**src/rtl/am_move_sequencer.sv**
```systemverilog
`default_nettype none
// ============================================================================
// am_move_sequencer : runs one all_moves pass and drains moves as a stream.
// Optional watchdog in WAIT_READY enabled by AMSEQ_TIMEOUT_EN.  Rev 1.0
// ============================================================================
module am_move_sequencer #(
    parameter int MAX_POSITIONS_LOG2 = 8,
    parameter int UCI_WIDTH          = 16,
    parameter int READ_LATENCY       = 2,
    parameter int TIMEOUT_CYCLES     = 4096
) (
    input  logic                          clk,
    input  logic                          reset,
    input  logic                          start_in,
    output logic                          busy_out,
    output logic                          board_valid_out,
    input  logic                          am_idle_in,
    input  logic                          am_moves_ready_in,
    input  logic [MAX_POSITIONS_LOG2-1:0] am_move_count_in,
    input  logic                          initial_mate_in,
    input  logic                          initial_stalemate_in,
    input  logic [UCI_WIDTH-1:0]          uci_in,
    output logic [MAX_POSITIONS_LOG2-1:0] am_move_index_out,
    output logic                          am_clear_moves_out,
    output logic                          mv_valid_out,
    input  logic                          mv_ready_in,
    output logic [UCI_WIDTH-1:0]          mv_uci_out,
    output logic [MAX_POSITIONS_LOG2-1:0] mv_index_out,
    output logic                          mv_last_out,
    output logic                          done_out,
    output logic [1:0]                    status_out
);

    localparam logic [2:0] S_IDLE       = 3'd0;
    localparam logic [2:0] S_LAUNCH     = 3'd1;
    localparam logic [2:0] S_WAIT_READY = 3'd2;
    localparam logic [2:0] S_FETCH      = 3'd3;
    localparam logic [2:0] S_PRESENT    = 3'd4;
    localparam logic [2:0] S_CLEAR      = 3'd5;
    localparam logic [2:0] S_CLEAR_WAIT = 3'd6;
    localparam logic [2:0] S_DONE       = 3'd7;

    localparam logic [2:0] c_LAT_LAST = 3'(READ_LATENCY - 1);

    logic [2:0]                    r_state;
    logic [2:0]                    w_next;
    logic [2:0]                    r_lat;
    logic [MAX_POSITIONS_LOG2-1:0] r_idx;
    logic [MAX_POSITIONS_LOG2-1:0] r_count_q;
    logic [UCI_WIDTH-1:0]          r_uci;
    logic [1:0]                    r_status;
    logic [1:0]                    r_status_pend;
    logic                          w_last;
    logic                          w_timeout;
    logic                          w_unused;

`ifdef AMSEQ_TIMEOUT_EN
    localparam int c_TO_W = $clog2(TIMEOUT_CYCLES + 1);
    logic [c_TO_W-1:0] r_to_cnt;
    logic [c_TO_W-1:0] w_to_inc;
    assign w_to_inc  = r_to_cnt + c_TO_W'(1);
    // Fires on the cycle the count would reach the limit, so CLEAR follows LAUNCH by TIMEOUT_CYCLES+1
    assign w_timeout = (w_to_inc == c_TO_W'(TIMEOUT_CYCLES));
    assign w_unused  = initial_stalemate_in;
`else
    assign w_timeout = 1'b0;
    assign w_unused  = initial_stalemate_in ^ TIMEOUT_CYCLES[0];
`endif

    assign w_last = (r_idx == (r_count_q - 1'b1));

    always_ff @(posedge clk or posedge reset) begin
        if (reset) begin
            r_state <= S_IDLE;
        end else begin
            r_state <= w_next;
        end
    end

    always_comb begin
        w_next = r_state;
        case (r_state)
            S_IDLE:       if (start_in && am_idle_in) w_next = S_LAUNCH;
            S_LAUNCH:     w_next = S_WAIT_READY;
            S_WAIT_READY: begin
                if (am_moves_ready_in) begin
                    w_next = (am_move_count_in == '0) ? S_CLEAR : S_FETCH;
                end else if (w_timeout) begin
                    w_next = S_CLEAR;
                end
            end
            S_FETCH:      if (r_lat == 3'd0) w_next = S_PRESENT;
            S_PRESENT:    if (mv_ready_in) w_next = w_last ? S_CLEAR : S_FETCH;
            S_CLEAR:      w_next = S_CLEAR_WAIT;
            S_CLEAR_WAIT: w_next = S_DONE;
            S_DONE:       w_next = S_IDLE;
            default:      w_next = S_IDLE;
        endcase
    end

    always_comb begin
        busy_out           = (r_state != S_IDLE);
        board_valid_out    = (r_state == S_LAUNCH);
        am_clear_moves_out = (r_state == S_CLEAR);
        mv_valid_out       = (r_state == S_PRESENT);
        mv_last_out        = (r_state == S_PRESENT) && w_last;
        done_out           = (r_state == S_DONE);
    end

    // Datapath; status is staged and published on entry to DONE so it changes with done_out
    always_ff @(posedge clk or posedge reset) begin
        if (reset) begin
            r_lat         <= 3'd0;
            r_idx         <= '0;
            r_count_q     <= '0;
            r_uci         <= '0;
            r_status      <= 2'd0;
            r_status_pend <= 2'd0;
`ifdef AMSEQ_TIMEOUT_EN
            r_to_cnt      <= '0;
`endif
        end else begin
            case (r_state)
                S_LAUNCH: begin
                    r_idx <= '0;
`ifdef AMSEQ_TIMEOUT_EN
                    r_to_cnt <= '0;
`endif
                end
                S_WAIT_READY: begin
`ifdef AMSEQ_TIMEOUT_EN
                    r_to_cnt <= w_to_inc;
`endif
                    if (am_moves_ready_in) begin
                        r_count_q <= am_move_count_in;
                        r_lat     <= c_LAT_LAST;
                        if (am_move_count_in == '0) begin
                            r_status_pend <= initial_mate_in ? 2'd1 : 2'd2;
                        end
                    end else if (w_timeout) begin
                        r_status_pend <= 2'd3;
                    end
                end
                S_FETCH: begin
                    if (r_lat == 3'd0) begin
                        r_uci <= uci_in;
                    end else begin
                        r_lat <= r_lat - 3'd1;
                    end
                end
                S_PRESENT: begin
                    if (mv_ready_in) begin
                        if (w_last) begin
                            r_status_pend <= 2'd0;
                        end else begin
                            r_idx <= r_idx + 1'b1;
                            r_lat <= c_LAT_LAST;
                        end
                    end
                end
                S_CLEAR_WAIT: r_status <= r_status_pend;
                default: ;
            endcase
        end
    end

    assign am_move_index_out = r_idx;
    assign mv_index_out      = r_idx;
    assign mv_uci_out        = r_uci;
    assign status_out        = r_status;

endmodule
`default_nettype wire

```
**config.mk**
```make
export PLATFORM = sky130hd
export DESIGN_NAME = am_move_sequencer
export DESIGN_NICKNAME = d
export VERILOG_FILES = /design/src/rtl/am_move_sequencer.sv
export SDC_FILE = /design/constraint.sdc
export NUM_CORES = 1
export LEC_CHECK = 0
export BUFFER_PORTS_ARGS = -buffer_cell sky130_fd_sc_hd__clkbuf_2
export CORE_ASPECT_RATIO = 1.1
export CORE_MARGIN = 2
export CORE_UTILIZATION = 50
export CTS_CLUSTER_SIZE = 14
export DETAILED_ROUTE_END_ITERATION = 10
export GPL_ROUTABILITY_DRIVEN = 0
export HOLD_SLACK_MARGIN = 0.03
export PLACE_DENSITY = 0.88
export SYNTH_ARGS = -nofsm -noshare
export SYNTH_HDL_FRONTEND = slang
export SYNTH_SLANG_ARGS = --single-unit
```
**constraint.sdc**
```tcl
create_clock -name clk -period 2.9 [get_ports clk]
set_input_delay 0.29 -clock clk [delete_from_list [all_inputs] [get_ports clk]]
set_output_delay 0.29 -clock clk [all_outputs]
set_load 0.02 [all_outputs]
```
## Word level (Yosys, flattened, before mapping)

Index checks and enable logic that the tools add are counted.

- Add/subtract/negate cells: 3
- Reduce and logical (&&, ||, !) cells: 15
- Equal/unequal tests: 16
- Mux-type cells: 21

Operator list:

| operator | number |
|---|---|
| $mux W3 | 10 |
| $pmux W3 S8 | 1 |
| $mux W8 | 2 |
| $pmux W8 S2 | 1 |
| $eq A3 B3 Y1 const B | 4 |
| $ne A2 B2 Y1 const B | 6 |
| $mux W2 | 5 |
| $reduce_and A5 Y1 | 2 |
| $pmux W3 S3 | 1 |
| $add A8 B1 Y8 const B | 1 |
| $eq A8 B8 Y1 | 1 |
| $logic_not A8 Y1 | 1 |
| $sub A8 B1 Y8 const B | 1 |
| $eq A3 B2 Y1 const B | 2 |
| $logic_not A3 Y1 | 2 |
| $reduce_bool A3 Y1 | 2 |
| $ne A2 B1 Y1 const B | 2 |
| $pmux W2 S2 | 1 |
| $reduce_and A2 Y1 | 2 |
| $reduce_and A4 Y1 | 1 |
| $reduce_bool A2 Y1 | 2 |
| $eq A3 B1 Y1 const B | 1 |
| $reduce_and A3 Y1 | 1 |
| $sub A3 B1 Y3 const B | 1 |
| $logic_and A1 B1 Y1 | 2 |

- Output and inout port bits: 40
- Register bits after elaboration: 42
- Bits of input ports: 32
- Word-level logic and storage cells: 62

## Depth between registers and ports, before layout

- Depth in word-level cells: 5
- Gate-level depth with buffers: 9
- Mapped depth without buffers: 8

## Least setup slack after synthesis

Ideal clock, no wire load.

- Path kind: register -> output
- From: register r_count_q[0]
- To: output mv_last_out
- Stages on the path, launching flop included: 8
- Path slack: 0.534 ns
- Arrival: 2.076 ns
- Path buffers: 0
- Data required time: 2.610 ns
- Cells stage by stage: dfrtp_1 -> inv_1 -> ha_1 -> or4b_1 -> o21ai_1 -> nand4b_1 -> or3_1 -> a21oi_1

- Longest elaborated chain between the ends: 3

Ends and longest elaborated chain:

| what | RTL line | RTL |
|---|---|---|
| start: declaration | 49 | `logic [MAX_POSITIONS_LOG2-1:0] r_count_q;` |
| start signal: assignment | 135 | `r_count_q <= am_move_count_in;` |
| $sub A8 B1 Y8 | 70 | `assign w_last = (r_idx == (r_count_q - 1'b1));` |
| $eq A8 B8 Y1 | 70 |  |
| $logic_and A1 B1 Y1 | 106 | `mv_last_out = (r_state == S_PRESENT) && w_last;` |
| end: declaration | 29 | `output logic mv_last_out,` |

Every way passes these cells.

## Final worst setup path

Same ends and word-level chain as after synthesis.

==> flow_summary.json <==
{
  "h-tree-depth": 2,
  "clock_sinks": 42,
  "met3_usage": 0.0331,
  "timing.setup.tns_ns": 0,
  "min_period_over_period": 0.948,
  "path_cells": "inv_1 -> ha_2 -> or4b_1 -> o21ai_1 -> nand4b_1 -> or3_1 -> a21oi_1 -> buf_4",
  "tritoncts_buffers": 5,
  "grt_pass1_vias": 1822,
  "tritoncts": "yes",
  "route.detailed.drc": 0,
  "critPathKind": "reg2out",
  "clk_pin_slew_worst_paths_ns": 0.08,
  "worstPathMaxFanout": 5,
  "placement.setup.worst_slack_ns": 0.424,
  "gr-usage-met1": 0.238,
  "detail_route.wl_per_cell_um": 14.3,
  "io_buffer_count": 70,
  "synth.net_count": 260,
  "insertion_delay_ns": 0.29,
  "worst_ir_drop_vdd_uv": 622,
  "grt_antenna_before_repair": 0,
  "synthTopCellsByArea": "dfrtp_1, mux2_2, nand2_1",
  "finalMaxSlewViolations": 0,
  "yosys.area.top_type_share": 0.451,
  "register_bit_count_reported_by_yosys": 42,
  "yosys.area.top_type": "dfrtp_1",
  "status": "finished, final reports clean",
  "synth_warnings": 0,
  "clk_path_buf_depth": 2,
  "worst_setup_path_end_kind": "primary output",
  "floorplan.die_area_um2": 5220,
  "cp-start-kind": "flip-flop",
  "max_freq_mhz": 364,
  "layout_min_cycle_time_ns": 2.75,
  "initialDrtViolationCount": 73,
  "yosysSeqAreaShare": 0.451,
  "total_leakage_power_nw": 1.31,
  "critPathMaxStageDelay_ns": 0.46,
  "fraction_of_registers_with_async_set_reset": 1.00,
  "place_hpwl_mm": 3.67,
  "flop2flop_setup_slack_ns": 0.43,
  "cts_root_buf": "clkbuf_8",
  "placeableCoreArea_um2": 4550,
  "grt_pass1_wl_mm": 8.25,
  "timing.critical_path.max_delay_family": "simple AND/OR/NAND/NOR gates",
  "synthFlopType": "dfrtp_1",
  "post_cts_repair_timing_setup_buffer_count": 0,
  "max_cap_violations": 0,
  "report.final.hold_viol_count": 0,
  "total_congestion_overflow": 0,
  "number_of_flops_mapped_to_enable_cells_by_yosys": 0,
  "power.density_nw_per_um2": 990,
  "initial_utilization": 0.511,
  "row_count": 26,
  "hold_path_class": "in2async",
  "unrepaired_setup_endpoints_after_global_routing": "no",
  "die_height_um": 75.6,
  "most-common-layout-cells": "clkbuf_2, dfrtp_1, mux2_2",
  "layout_area_overhead_pct": 19.2,
  "timing.critical_path.buf_inv": 2,
  "cp.required_ns": 2.61,
  "postSynthCellCount": 224,
  "final_critical_path_setup_slack_ns": 0.151,
  "detailroute.via_count": 1866,
  "drive_above_1_share": 0.396,
  "final_layout_net_count": 323,
  "die-width_um": 69.1,
  "synth.cell_area_um2": 2330,
  "number_of_setup_violations_in_the_final_report": 0,
  "synth.avg_cell_area_um2": 10.4,
  "worst-slew-pin-transition_ns": 0.755,
  "grt-busiest-layer": "met2",
  "timing.critical_path.arrival_ns": 2.46,
  "worst_slew_margin_rel": 0.496,
  "grt_start_max_net_pins": 43,
  "use_met2": 0.362,
  "finalClockSkew_ns": 0.00532,
  "drt-vias-per-instance": 5.42,
  "drt_pass1_iterations": 4,
  "route.final.wire_length_mm": 4.91,
  "detail-route-antenna-nets": 0,
  "pin_count": 72,
  "antenna_cells": 0,
  "grtUsageTotal": 0.201,
  "final_common_cell": "clkbuf_2",
  "cpMaxStageDelayCell": "or4b_1",
  "p_total_mw": 2.75,
  "yosysUniqueCellTypes": 53
}
## worst reg2reg max path, stage by stage, from the launching register on
cell       delay, ns
dfrtp_1         0.42
inv_1           0.11
ha_2            0.22
or4b_1          0.46
nor3_1          0.15
nand4b_1        0.17
a211oi_2        0.07
a2111oi_2       0.40
mux2_1          0.36
## sequential cells by signal, indices dropped and copies added (netlist names)
register and count:
r_status_pend 2, mv_uci_out 16, r_state 3, am_move_index_out 8, r_lat 3, r_count_q 8
status_out 2
## cell usage after synthesis (2+ instances only)
library cell	instances
nor2_1	16
a211oi_1	4
and3_1	5
nand2_1	22
dfrtp_1	42
inv_1	11
o22ai_1	2
nor3_1	8
xnor2_1	4
mux2_2	24
nand2b_1	6
a21oi_1	5
ha_1	4
clkbuf_1	3
xor2_1	4
or4_1	3
o21ai_1	2
or3_1	2
o21ai_0	3
nor4_2	2
nor2b_1	2
nand3_1	3
buf_2	3
mux2i_1	8
buf_4	8
## timing repair
item | CTS | global route
hold buffers | 0 | 0
setup endpoints to repair | 0 | 1
gates resized for setup | 0 | 3
## final timing paths
| check | startpoint | endpoint | depth (start not counted) |
|---|---|---|---|
| worst min-delay path | reset | mv_uci_out[4]$_DFFE_PP0P_ | 3 |
| min in group clk | initial_mate_in | r_status_pend[1]$_DFFE_PP0P_ | 2 |
| worst max register to register | r_count_q[0]$_DFFE_PP0P_ | r_lat[1]$_DFFE_PP0P_ | 8 |
| worst max-delay path | r_count_q[0]$_DFFE_PP0P_ | mv_last_out | 8 |
| max in group asynchronous | reset | r_count_q[4]$_DFFE_PP0P_ | 3 |
| worst min register to register | r_status_pend[1]$_DFFE_PP0P_ | r_status_pend[1]$_DFFE_PP0P_ | 1 |
## routing by layer
| metal | wire, um | vias to the layer above |
|---|---|---|
| li1 | - | 913 |
| met1 | 2040 | 877 |
| met2 | 2500 | 70 |
| met3 | 268 | 6 |
| met4 | 89 | 0 |
| met5 | 0 | - |
## layout make-up
type / count / area [um2]
Clock buffer: 5 / 68.8
Tap cell: 56 / 70.1
Multi-Input combinational cell: 155 / 1140
Fill cell: 406 / 1780
Timing Repair Buffer: 72 / 368
Clock inverter: 3 / 40.0
Inverter: 11 / 41.3
Sequential cell: 42 / 1050
## per-stage QoR
| step | util | std cells | area (um2) | hold slack [ns] |
|---|---|---|---|---|
| after detailed placement | 0.584 | 336 | 2660 | 0.431 |
| after global placement | 0.584 | 336 | 2660 | 0.430 |
| final | 0.609 | 344 | 2780 | 0.102 |
| after floorplan | - | 224 | 2330 | 0.372 |
| after global routing | 0.609 | 344 | 2780 | 0.156 |
| after CTS | 0.608 | 344 | 2770 | 0.113 |
## cells by family (layout without fill, tap and decap cells)
logic type | Yosys count | count (layout) | share of synthesized area
buf+inv | 27 | 91 | 0.0618
simple gates | 82 | 82 | 0.191
flops | 42 | 42 | 0.451
xor+xnor | 8 | 8 | 0.0301
mux | 33 | 33 | 0.155
fa+ha+maj | 4 | 4 | 0.0215
compound gates | 28 | 28 | 0.0892
## report_power, final
group          switching (mW)  total, mW  internal (mW)
clock                   0.196      0.449          0.253
sequential              0.224       1.04          0.821
combinational           0.698       1.25          0.555
Power figures use the tool's default switching activity.
